--- src/rtl/uart_tx_parity.sv ---
// rtl/uart_tx_parity.sv - UART transmitter: start, 8 data bits LSB first, optional even parity, stop.
// Define UART_TX_PARITY_EN for 8E1 framing; leave it undefined for 8N1.
module uart_tx_parity #(
  parameter int CLKS_PER_BIT = 16,
  parameter int CNT_W        = 8
) (
  input  logic       clk,
  input  logic       reset,
  input  logic       tx_en,
  input  logic       tx_wr,
  input  logic [7:0] tx_data,
  output logic       tx_busy,
  output logic       tx_done,
  output logic       txd
);

  typedef enum logic [2:0] {
    S_IDLE,
    S_START,
    S_DATA,
`ifdef UART_TX_PARITY_EN
    S_PARITY,
`endif
    S_STOP
  } state_t;

  localparam logic [CNT_W-1:0] CNT_LAST = CNT_W'(CLKS_PER_BIT - 1);

  state_t           state_q, state_d;
  logic [CNT_W-1:0] cnt_q, cnt_d;
  logic [2:0]       bit_idx_q, bit_idx_d;
  logic [7:0]       shift_q, shift_d;
  logic             txd_q, txd_d;
  logic             busy_q, busy_d;
  logic             done_q, done_d;
  logic             bit_end;
`ifdef UART_TX_PARITY_EN
  logic             parity_q, parity_d;
`endif

  always_ff @(posedge clk or posedge reset) begin
    if (reset) begin
      state_q   <= S_IDLE;
      cnt_q     <= '0;
      bit_idx_q <= '0;
      shift_q   <= '0;
      txd_q     <= 1'b1;
      busy_q    <= 1'b0;
      done_q    <= 1'b0;
`ifdef UART_TX_PARITY_EN
      parity_q  <= 1'b0;
`endif
    end else begin
      state_q   <= state_d;
      cnt_q     <= cnt_d;
      bit_idx_q <= bit_idx_d;
      shift_q   <= shift_d;
      txd_q     <= txd_d;
      busy_q    <= busy_d;
      done_q    <= done_d;
`ifdef UART_TX_PARITY_EN
      parity_q  <= parity_d;
`endif
    end
  end

  always_comb begin
    state_d   = state_q;
    cnt_d     = cnt_q;
    bit_idx_d = bit_idx_q;
    shift_d   = shift_q;
`ifdef UART_TX_PARITY_EN
    parity_d  = parity_q;
`endif
    bit_end   = (cnt_q == CNT_LAST);

    // The bit timer only runs inside a frame and always wraps to 0 at a bit end.
    if (state_q != S_IDLE) begin
      cnt_d = bit_end ? '0 : cnt_q + 1'b1;
    end

    case (state_q)
      S_IDLE: begin
        if (tx_wr && tx_en) begin
          state_d  = S_START;
          cnt_d    = '0;
          shift_d  = tx_data;
`ifdef UART_TX_PARITY_EN
          parity_d = ^tx_data;
`endif
        end
      end
      S_START: begin
        if (bit_end) state_d = S_DATA;
      end
      S_DATA: begin
        if (bit_end) begin
          shift_d = {1'b0, shift_q[7:1]};
          if (bit_idx_q == 3'd7) begin
            bit_idx_d = 3'd0;
`ifdef UART_TX_PARITY_EN
            state_d   = S_PARITY;
`else
            state_d   = S_STOP;
`endif
          end else begin
            bit_idx_d = bit_idx_q + 3'd1;
          end
        end
      end
`ifdef UART_TX_PARITY_EN
      S_PARITY: begin
        if (bit_end) state_d = S_STOP;
      end
`endif
      S_STOP: begin
        if (bit_end) state_d = S_IDLE;
      end
      default: state_d = S_IDLE;
    endcase

    // Outputs are decoded from the next state so they land in flops, glitch-free.
    case (state_d)
      S_START:  txd_d = 1'b0;
      S_DATA:   txd_d = shift_d[0];
`ifdef UART_TX_PARITY_EN
      S_PARITY: txd_d = parity_d;
`endif
      default:  txd_d = 1'b1;
    endcase
    busy_d = (state_d != S_IDLE);
    done_d = (state_d == S_STOP) && (cnt_d == CNT_LAST);
  end

  assign txd     = txd_q;
  assign tx_busy = busy_q;
  assign tx_done = done_q;

endmodule

--- config.mk ---
export PLATFORM = sky130hd
export DESIGN_NAME = uart_tx_parity
export DESIGN_NICKNAME = d
export VERILOG_FILES = /design/src/rtl/uart_tx_parity.sv
export SDC_FILE = /design/constraint.sdc
export NUM_CORES = 1
export LEC_CHECK = 0
export CAP_MARGIN = 10
export CORE_MARGIN = 8
export CORE_UTILIZATION = 40
export CTS_CLUSTER_DIAMETER = 30
export DETAILED_ROUTE_END_ITERATION = 10
export PLACE_DENSITY = 0.62
export SKIP_LAST_GASP = 1
export SLEW_MARGIN = 10
export SYNTH_ARGS = -nofsm -noshare
export SYNTH_HDL_FRONTEND = slang
export SYNTH_SLANG_ARGS = --single-unit
--- constraint.sdc ---
create_clock -name clk -period 2.5 [get_ports clk]
set_input_delay 0.75 -clock clk [delete_from_list [all_inputs] [get_ports clk]]
set_output_delay 0.75 -clock clk [all_outputs]
set_load 0.005 [all_outputs]
==> run summary <==
Worst ir drop on vdd: 191 uV
Via Count: 1062
Worst-Margin Slew: 521 ps
CTS max path bufs: 2
Post-detail-place hpwl: 2130 um
Top Family by Delay on Critical Path: flip-flops
CP endpoint kind: output port
Fin crit period: 2100 ps
Worst hold slack: 494 ps
Worst clock skew: 1.28 ps
Synth area leaders: dfrtp_1 44%, nand2_1 6.9%, nand3_1 4.1%
Switching share of total power: 0.307
Clock power share: 0.210
Reg clk slew, reported paths: 140 ps
Mux cell area share after synthesis: 0.0231
Net Sw Power: 263 uW
Global-route wire length before repair: 4930 um
Layout area overhead: 15.4%
Seq/Total Area, Yosys: 0.463
RSZ-0062 raised after global routing: false
Starting Density: 0.412
Synth cell types: 45
Most frequent cells in the layout: 25 x nand2_1, 24 x dfrtp_1, 14 x clkdlybuf4s50_1, 13 x nor2_1, 11 x nand3_1
Worst min path class: flip-flop to flip-flop
Max-cap violations: 0
Ant diodes: 0
Net count after synthesis: 159
Share of the synthesized area in the top cell type: 0.444
Number of synthesized flops with an enable pin: 0
H-tree Lvls: 1
Cell taking the most area after synthesis: dfrtp_1
Skew-Pair Late Insertion Delay: 310 ps
Met1 Usage GRT: 0.135
Startpoint Class: flip-flop
Largest family of logic cells by synthesized area: simple AND/OR/NAND/NOR gates
Buf+Inv Stages, Crit Path: 1
Global route total overflow: 0
Part of the power in combinational logic: 0.189
Core footprint: 0.00328 mm^2
Met3 Resource Use GR: 0.0283
Post-Synth Simple-Gate Area: 0.292
Synth Register Bits: 25
CP required: 1750 ps
Die X: 74.2 um
Crit path DAT: 1350 ps
Period utilisation layout: 0.840
CTS sink cnt: 25
Crit-path max cell delay: 540 ps
Hold Buf Count CTS: 0
Post-route setup TNS: 0 ps
Final Util: 0.475
Iteration-0 DRC Markers: 50
Fin. max-slew vios: 0
Syn Area/Cell: 9.39 um^2
Routability Congestion: 0.813
Commonest non-fill, non-tap cell in the layout: nand2_1
Layout Cells excl Fill: 203
Cell area after synthesis: 0.00135 mm^2
Root buf cell: clkbuf_4
Die H: 74.2 um
Initial antenna violation count: 0
CTS tree: yes
I/O pins: 15
Top FF cell, synth: dfrtp_1
I/O Buffers: 14
Met2 GRT Util: 0.191
Critical-path cell list: clkdlybuf4s50_1
Placed inst area: 0.00153 mm^2
Max transition margin: 0.650
Drt total wl: 2780 um
Post-route ant nets: 0
Internal power: 594 uW
PostCTS Resize Cnt: 0
Vias in the first global route: 1085
Sequential share of power: 0.601
Adder-Cell Fraction of Synth Area: 0.0278
Outcome: completed
Inserted Clock Buffers: 3
Final hold violations: 0
PwrDens: 549 mW/mm^2
Post-synthesis xor/xnor area fraction: 0.0324
Drc violations: 0
Post-CTS Setup Inserts: 0
Worst setup path category: flip-flop to output port
Layout cells sized above 1: 0.115
Synth warn: 0
Worst Path Max Fanout: 1
Most Crowded Layer GR: met2
Site Rows: 21
Cells after Synth: 144
First drt pass iteration count: 4
Synth Area in Compound Gates: 0.126
Fraction of registers with async set/reset: 1.00
Achievable clock frequency: 0.476 GHz
Tot GR Track Use: 0.113
Die area: 0.00550 mm^2
Final setup vio count: 0
Layout Nets: 173
Leak: 0.000725 uW
Largest net degree at the start of global routing: 26
Placed cell count: 199
Avg WL per Cell: 13.7 um
DR vias/cell: 5.23
Post-route cell area: 0.00156 mm^2
Slowest CP cell: dfstp_2
==> registers in the layout (all words and copies together) (netlist names) <==
register / cells
state_q: 3
tx_busy: 1
tx_done: 1
shift_q: 8
txd: 1
bit_idx_q: 3
cnt_q: 8
==> worst paths after layout <==
path,from,slack [ps],end,cells after the start
min reg2reg,shift_q[4],490,shift_q[4],2
min in group asynchronous,reset,760,cnt_q[6],3
max reg2reg,cnt_q[6],520,tx_done,5
max,txd,400,txd,1
min,shift_q[4],490,shift_q[4],2
max in group asynchronous,reset,1450,txd,3
==> area by class of cell <==
type / count / area [um^2]
clock inverters: 1 / 5.00
flip-flops and latches: 25 / 627
multi-input cells: 109 / 682
repair buffers: 16 / 155
inverters: 3 / 11.3
well taps: 46 / 57.6
clock buffers: 3 / 22.5
fillers: 317 / 1720
==> layer usage <==
metal | part of all wire | wire length (um)
met1 | 0.46 | 1290
met2 | 0.47 | 1300
met3 | 0.063 | 175
met4 | 0.0054 | 15
met5 | 0 | 0
==> stage by stage <==
| step | power, uW | worst slack, ps |
|---|---|---|
| 2_1_floorplan | 628 | 732 |
| 3_5_place_dp | 686 | 240 |
| 4_1_cts | 867 | 379 |
| 6_report | 857 | 399 |
| 5_1_grt | 917 | 319 |
| 3_3_place_gp | 681 | 274 |
==> logic make-up (layout without fill, tap and decap cells) <==
logic type / Yosys count / after routing
AOI/OAI and AO/OA: 24 / 24
xor gates and xnor gates: 5 / 5
adders and majority gates: 3 / 3
buffers and inverters: 10 / 23
DFF: 25 / 25
muxes: 3 / 3
other: 1 / 1
and+or+nand+nor: 73 / 73
==> cell usage after synthesis, drive strengths merged, types with 2 or more instances <==
library cell,number
a21oi,3
ha,3
nor4,3
nor2,15
nor3,3
inv,3
a21o,2
buf,5
nand4,2
nand3,11
nor2b,2
nand2,25
or4,2
clkbuf,2
mux2i,2
a22oi,6
o21ai,6
dfrtp,24
xor2,3
and3,3
xnor2,2
==> power by group through the flow <==
stage	sequential [uW]	combinational [uW]	clock, uW
global placement	521	160	0
detailed placement	522	164	0
floorplan	497	131	0
CTS	515	164	188
finish	515	162	180
global route	525	190	202
(Power assumes the default switching activity.)
